--- config.mk ---
export PLATFORM = sky130hd
export DESIGN_NAME = xcore_sync_fifo
export DESIGN_NICKNAME = d
export VERILOG_FILES = /design/src/rtl/xcore_fifo_pkg.sv /design/src/rtl/xcore_fifo_ram.sv /design/src/rtl/xcore_sync_fifo.sv
export SDC_FILE = /design/constraint.sdc
export NUM_CORES = 1
export LEC_CHECK = 0
export CORE_MARGIN = 1.5
export CORE_UTILIZATION = 60
export CTS_CLUSTER_SIZE = 30
export DETAILED_ROUTE_END_ITERATION = 10
export GPL_TIMING_DRIVEN = 0
export PLACE_DENSITY = 0.81
export SYNTH_ARGS = -nofsm -noshare
export SYNTH_HDL_FRONTEND = slang
export SYNTH_HIERARCHICAL = 1
export SYNTH_SLANG_ARGS = --single-unit
--- constraint.sdc ---
create_clock -name sys_clk -period 5.93 [get_ports sys_clk]
set_input_delay 0.593 -clock sys_clk [delete_from_list [all_inputs] [get_ports sys_clk]]
set_output_delay 0.593 -clock sys_clk [all_outputs]
set_load 0.02 [all_outputs]
--- src/rtl/xcore_fifo_pkg.sv ---
// Shared helpers for the Xcore synchronous FIFO: log2 sizing and pointer/count width derivation.
package xcore_fifo_pkg;

    localparam int DEF_DW    = 8;
    localparam int DEF_DEPTH = 16;

    function automatic int clog2(input int n);
        int r;
        r = 0;
        for (int i = 0; i < 32; i++) begin
            if ((1 << r) < n) r = r + 1;
        end
        return r;
    endfunction

    // Pointers carry one extra wrap bit so full and empty stay distinguishable.
    function automatic int ptr_w(input int depth);
        return clog2(depth) + 1;
    endfunction

endpackage

--- src/rtl/xcore_fifo_ram.sv ---
// DEPTH x DW simple dual-port register array; XCORE_FIFO_FWFT_EN selects an asynchronous
// read port, otherwise the read port is registered with an enable.
module xcore_fifo_ram
    import xcore_fifo_pkg::*;
#(
    parameter int DW    = DEF_DW,
    parameter int DEPTH = DEF_DEPTH,
    localparam int AW   = clog2(DEPTH)
) (
    input  logic          clk,
    input  logic          rst,
    input  logic          wr_en,
    input  logic [AW-1:0] wr_addr,
    input  logic [DW-1:0] wr_data,
    input  logic          rd_en,
    input  logic [AW-1:0] rd_addr,
    output logic [DW-1:0] rd_data
);

    logic [DW-1:0] mem [DEPTH];

    // Storage is deliberately not reset.
    always_ff @(posedge clk) begin
        if (wr_en) mem[wr_addr] <= wr_data;
    end

`ifdef XCORE_FIFO_FWFT_EN
    assign rd_data = mem[rd_addr];
`else
    always_ff @(posedge clk or posedge rst) begin
        if (rst)        rd_data <= '0;
        else if (rd_en) rd_data <= mem[rd_addr];
    end
`endif

endmodule

--- src/rtl/xcore_sync_fifo.sv ---
// Single-clock FIFO with fill count, almost-full/almost-empty thresholds and error pulses.
// Defining XCORE_FIFO_FWFT_EN switches the read side to first-word-fall-through.
module xcore_sync_fifo
    import xcore_fifo_pkg::*;
#(
    parameter int DW     = DEF_DW,
    parameter int DEPTH  = DEF_DEPTH,
    parameter int AF_LVL = DEPTH - 2,
    parameter int AE_LVL = 2,
    localparam int AW    = clog2(DEPTH)
) (
    input  logic          sys_clk,
    input  logic          sys_rst,
    input  logic          wr_en,
    input  logic [DW-1:0] din,
    output logic          full,
    output logic          almost_full,
    output logic          overflow,
    input  logic          rd_en,
    output logic [DW-1:0] dout,
    output logic          dout_vld,
    output logic          empty,
    output logic          almost_empty,
    output logic          underflow,
    output logic [AW:0]   data_cnt
);

    localparam logic [AW:0] AF_CNT = (AW + 1)'(AF_LVL);
    localparam logic [AW:0] AE_CNT = (AW + 1)'(AE_LVL);

    logic [AW:0] wr_ptr;
    logic [AW:0] rd_ptr;
    logic        wr_ok;
    logic        rd_ok;

    // Handshake: a write transfers when wr_en && !full, a read when rd_en && !empty; both
    // judged on the flags at the start of the cycle. Requests against the wrong flag are
    // dropped and reported one cycle later on overflow/underflow.
    assign wr_ok = wr_en && !full;
    assign rd_ok = rd_en && !empty;

    assign data_cnt     = wr_ptr - rd_ptr;
    assign empty        = (wr_ptr == rd_ptr);
    assign full         = (wr_ptr[AW-1:0] == rd_ptr[AW-1:0]) && (wr_ptr[AW] != rd_ptr[AW]);
    assign almost_full  = (data_cnt >= AF_CNT);
    assign almost_empty = (data_cnt <= AE_CNT);

    always_ff @(posedge sys_clk or posedge sys_rst) begin
        if (sys_rst) begin
            wr_ptr    <= '0;
            rd_ptr    <= '0;
            overflow  <= 1'b0;
            underflow <= 1'b0;
        end else begin
            if (wr_ok) wr_ptr <= wr_ptr + 1'b1;
            if (rd_ok) rd_ptr <= rd_ptr + 1'b1;
            overflow  <= wr_en && full;
            underflow <= rd_en && empty;
        end
    end

`ifdef XCORE_FIFO_FWFT_EN
    assign dout_vld = !empty;
`else
    always_ff @(posedge sys_clk or posedge sys_rst) begin
        if (sys_rst) dout_vld <= 1'b0;
        else         dout_vld <= rd_ok;
    end
`endif

    xcore_fifo_ram #(
        .DW    (DW),
        .DEPTH (DEPTH)
    ) u_ram (
        .clk     (sys_clk),
        .rst     (sys_rst),
        .wr_en   (wr_ok),
        .wr_addr (wr_ptr[AW-1:0]),
        .wr_data (din),
        .rd_en   (rd_ok),
        .rd_addr (rd_ptr[AW-1:0]),
        .rd_data (dout)
    );

endmodule

-- Yosys cells after proc, flatten, opt, wreduce, memory -nomap -nowiden
Memories as Yosys holds them, arrays and structs flattened. A register that Yosys moved wholly into a read port is not among the register bits.
Cells that the tools add are included.
- bits in registers: 13
- RAM bits: 128
- output and inout bits: 20
- memories kept: 1
- memories (name ; words ; bits a word ; read ports ; clocked after memory_dff ; wr ports ; RTL line ; RTL):
    u_ram.mem ; 16 ; 8 ; 1 ; 1 ; 1 ; xcore_fifo_ram.sv:20 ; logic [DW-1:0] mem [DEPTH];
- mux-type cells: 2
- equal/unequal tests: 3
- add/subtract/negate cells: 3
- magnitude comparators: 2
- reduce and logical (&&, ||, !) cells: 7
- operator list (cell ; count):
    5-bit by 1-bit adder with 5-bit output (second input constant) ; 2
    5-bit == test ; 1
    5-bit by 4-bit greater-or-equal comparator with 1-bit output (second input constant) ; 1
    5-bit by 2-bit less-or-equal comparator with 1-bit output (second input constant) ; 1
    1-bit logical AND ; 5
    5-bit subtractor ; 1
    4-bit == test ; 1
    1-bit zero test ; 2
    1-bit two-way mux ; 2
    1-bit != test ; 1

-- Longest topological paths before layout
- depth in word-level cells: 6
- gate-level depth with buffers: 9
- mapped depth without buffers: 7

-- Modules after synthesis
Netlist, hierarchy kept.
- modules (own cells, without submodules) (module ; instances ; area each (µm²) ; cells an instance):
    xcore_fifo_ram ; 1 ; 5335.1 ; 241
    xcore_sync_fifo ; 1 ; 793.3 ; 73

-- Worst setup path after synthesis
No wires, ideal clock.
- path type: flip-flop to output port
- from: register wr_ptr[0]
- to: output almost_full
- data arrival time: 2246 ps
- cell stages (with the launch flop): 8
- slack: 3091 ps
- cells stage by stage: dfrtp_1 inv_1 ha_1 inv_1 fa_1 xor2_1 nand2_1 o32ai_1
- longest elaborated chain between the ends: 2
- ends and longest elaborated chain (element ; RTL line ; RTL):
    start, declared ; xcore_sync_fifo.sv:31 ; logic [AW:0] wr_ptr;
    start signal, assigned ; xcore_sync_fifo.sv:55 ; if (wr_ok) wr_ptr <= wr_ptr + 1'b1;
    5-bit subtractor ; xcore_sync_fifo.sv:42 ; assign data_cnt = wr_ptr - rd_ptr;
    net data_cnt[2] ; xcore_sync_fifo.sv:25 ; output logic [AW:0] data_cnt
    5-bit by 4-bit greater-or-equal comparator with 1-bit output ; xcore_sync_fifo.sv:45 ; assign almost_full = (data_cnt >= AF_CNT);
    end, declared ; xcore_sync_fifo.sv:17 ; output logic almost_full,
The timed path passes the listed nets, and every way through them passes these cells.

-- Worst setup path after layout
- from: register wr_ptr[0]
- to: output almost_full
- longest elaborated chain between the ends: 2
- ends and longest elaborated chain (element ; RTL line):
    5-bit subtractor ; xcore_sync_fifo.sv:42
    5-bit by 4-bit greater-or-equal comparator with 1-bit output ; xcore_sync_fifo.sv:45
No other way between the ends.

==> qor.txt <==
Setup violations, final = 0
Reg2Reg Depth = 7
clock sinks = 149
Max clock buf depth = 2
WS Path Type = reg -> out
post-synthesis xor/xnor area fraction = 1.69%
GRT overflow = 0
CP max FO = 11
Ant. Diodes = 0
Avg Cell Area, Syn = 19.5 sq um
core box area = 9820 sq um
Max-Cap Viols = 0
final wirelength = 12400 um
Reg2Reg Setup Slack = 2.72 ns
DIE AREA = 10800 sq um
Synthesized Nets = 333
Die Ht = 104 um
CTS H-tree lvls = 4
hold_buf cts = 0
Leakage = 2.48 nW
# fillers = 596
Post-DP HPWL = 7360 um
largest cells by area after synthesis = edfxtp_1 (63%), mux4_2 (9.6%), dfrtp_1 (8.6%)
clk_skew = 0.00886 ns
Req. time, crit path = 5.34 ns
Post-Syn Area = 6130 sq um
multi-input logic area = 1600 sq um
Rel. slew slack = 10.4%
most frequent cells in the layout = edfxtp_1 (128), clkdlybuf4s50_1 (31), mux4_2 (26), nor2_1 (24), dfrtp_1 (21)
Root Driver = clkbuf_8
Post-synth EDFFs = 128
Resized Gates After CTS = 0
vias per std cell = 6.29
Routability Congestion = 0.854
Synth cell types = 41
Placed Cells = 478
CTS Buf Count = 17
reg2reg start = wr_ptr[0]$_DFFE_PP0P_
synthesized instance count = 314
ys flop type = edfxtp_1
Arr. time, crit path = 3.03 ns
unrepaired setup endpoints after global routing = false
total negative slack = 0 ns
Routed Antenna Nets = 0
Area Growth Syn to Fin = 18.0%
initial drt markers = 319
Layout Cells excl Fill = 510
pwr dens = 559 nW/um^2
outcome = complete, no violations
final net count = 383
Total GRT Usage = 25.2%
f_max = 276 MHz
Worst setup SP type = flop
antenna violations before repair = 0
mean routed wirelength per cell = 24.3 um
reg-to-reg endpoint = u_ram/mem[2][7]$_DFFE_PP_
Final min period = 3.62 ns
Worst-Margin Slew = 1.33 ns
simple-gate area share of the yosys netlist = 4.19%
clock transition at the registers of the reported paths = 0.06 ns
Yosys top cell by area = edfxtp_1
DIE WIDTH = 104 um
FF+latch area = 4370 sq um
Synth Register Bits = 149
Tcrit/Tclk final = 61.1%
Worst IR Drop VDD = 0.693 mV
Seq/Total Area, Yosys = 71.3%
Port Buffers = 31
CP Capture Type = output port
largest net degree at the start of global routing = 17
share of cells above drive strength 1 = 22.8%
Hold Vio Cnt, Final = 0
Initial Utilization = 62.4%
commonest non-fill, non-tap cell in the layout = edfxtp_1
mux contribution to synthesized area = 13.9%
first drt pass iteration count = 5
main combinational cell family by area after synthesis = multiplexers
global-route wire length before repair = 19300 um
final max-slew violation count = 0
CTS tree = done
# IOs = 32
Yosys warning count = 6
Synth Area in Compound Gates = 4.70%
Post-Synth Adder-Cell Area = 1.55%
vias in the first global route = 3287
vias = 3208
Clk Latency, worst-skew pair = 0.52 ns
post-synthesis async set-or-reset flop share = 14.1%
DRC = 0
top-area cell type share of the netlist area = 62.7%
Core Rows = 36
HP Class = in -> async
postcts setup bufs = 0
power breakdown:
group          total, mW  internal [mW]  switching [mW]
Combinational       1.51          0.711           0.803
Clock               1.10          0.715           0.382
Sequential          1.43           1.30           0.126
cells by family (layout without fill, tap and decap cells):
logic type / after synthesis / count (layout)
AND/OR/NAND/NOR: 50 / 50
XOR/XNOR: 11 / 11
AO/OA/AOI/OAI: 31 / 31
buffers and inverters: 24 / 87
adder cells (fa/ha/maj): 7 / 7
flip-flops: 149 / 149
multiplexers: 42 / 42
cell type report:
class	instances	area share, %
Sequential cell	149	60.4
Multi-Input combinational cell	141	22.2
Clock buffer	23	6.45
Timing Repair Buffer	31	4.29
Tap cell	133	2.30
Clock inverter	9	2.08
Buffer	14	1.78
Inverter	10	0.519
flip-flops by register name, indices dropped and copies added, names as in the netlist:
| signal | cells |
|---|---|
| wr_ptr | 5 |
| u_ram/rd_data | 8 |
| overflow | 1 |
| underflow | 1 |
| rd_ptr | 5 |
| dout_vld | 1 |
| u_ram/mem | 128 |
metrics by stage:
step	power [mW]	utilization [%]	instance area [sq um]	hold slack (ns)	setup slack, ns
4_1_cts	4.05	73.5	7220	0.388	2.31
3_3_place_gp	2.88	67.3	6610	0.523	2.54
3_5_place_dp	2.92	67.3	6610	0.527	2.42
2_1_floorplan	2.45	-	6130	0.409	3.09
5_1_grt	4.22	73.6	7230	0.418	2.19
6_report	4.04	73.6	7230	0.410	2.31
metal layers:
metal  global-route usage, %  wire [um]  up-vias
met5                       0          0        -
met4                    10.5        201        0
met3                    5.64        782       20
met2                    39.5       6310      155
met1                    34.8       5100     1657
li1                        -          -     1376
cell usage after synthesis (2+ instances only):
library cell  number
a221oi_2           8
nor3_1             4
nand3b_1           3
o211ai_1           5
mux4_2            26
o22ai_1            7
nor2_1            24
nand2b_1           3
and3_1             3
mux2i_1            8
edfxtp_1         128
ha_1               6
dfrtp_1           21
inv_1             10
xnor2_1            9
nand2_1            2
mux4_1             6
and2_1             4
buf_12             2
buf_2              2
nand3_1            2
a21oi_1            4
o21ai_2            2
buf_6              5
buf_1              4
worst max path at each step:
stage	start	end	cells past startpoint
final	wr_ptr[0]$_DFFE_PP0P_	almost_full	8
after floorplan	wr_ptr[0]$_DFFE_PP0P_	almost_full	7
after global placement	wr_ptr[0]$_DFFE_PP0P_	u_ram/mem[0][4]$_DFFE_PP_	7
after global routing	wr_ptr[0]$_DFFE_PP0P_	almost_full	8
after CTS	wr_ptr[0]$_DFFE_PP0P_	almost_full	8
after detailed placement	wr_ptr[0]$_DFFE_PP0P_	u_ram/mem[0][4]$_DFFE_PP_	7
critical path, cell delays in order, from the launching register on:
cell	delay, ns
dfrtp_1	0.54
inv_1	0.12
ha_1	0.17
inv_1	0.06
fa_1	0.40
xor2_1	0.26
nand2_1	0.09
o32ai_1	0.23
clkdlybuf4s50_1	0.65
No activity file was read; power rests on OpenSTA's default activity.
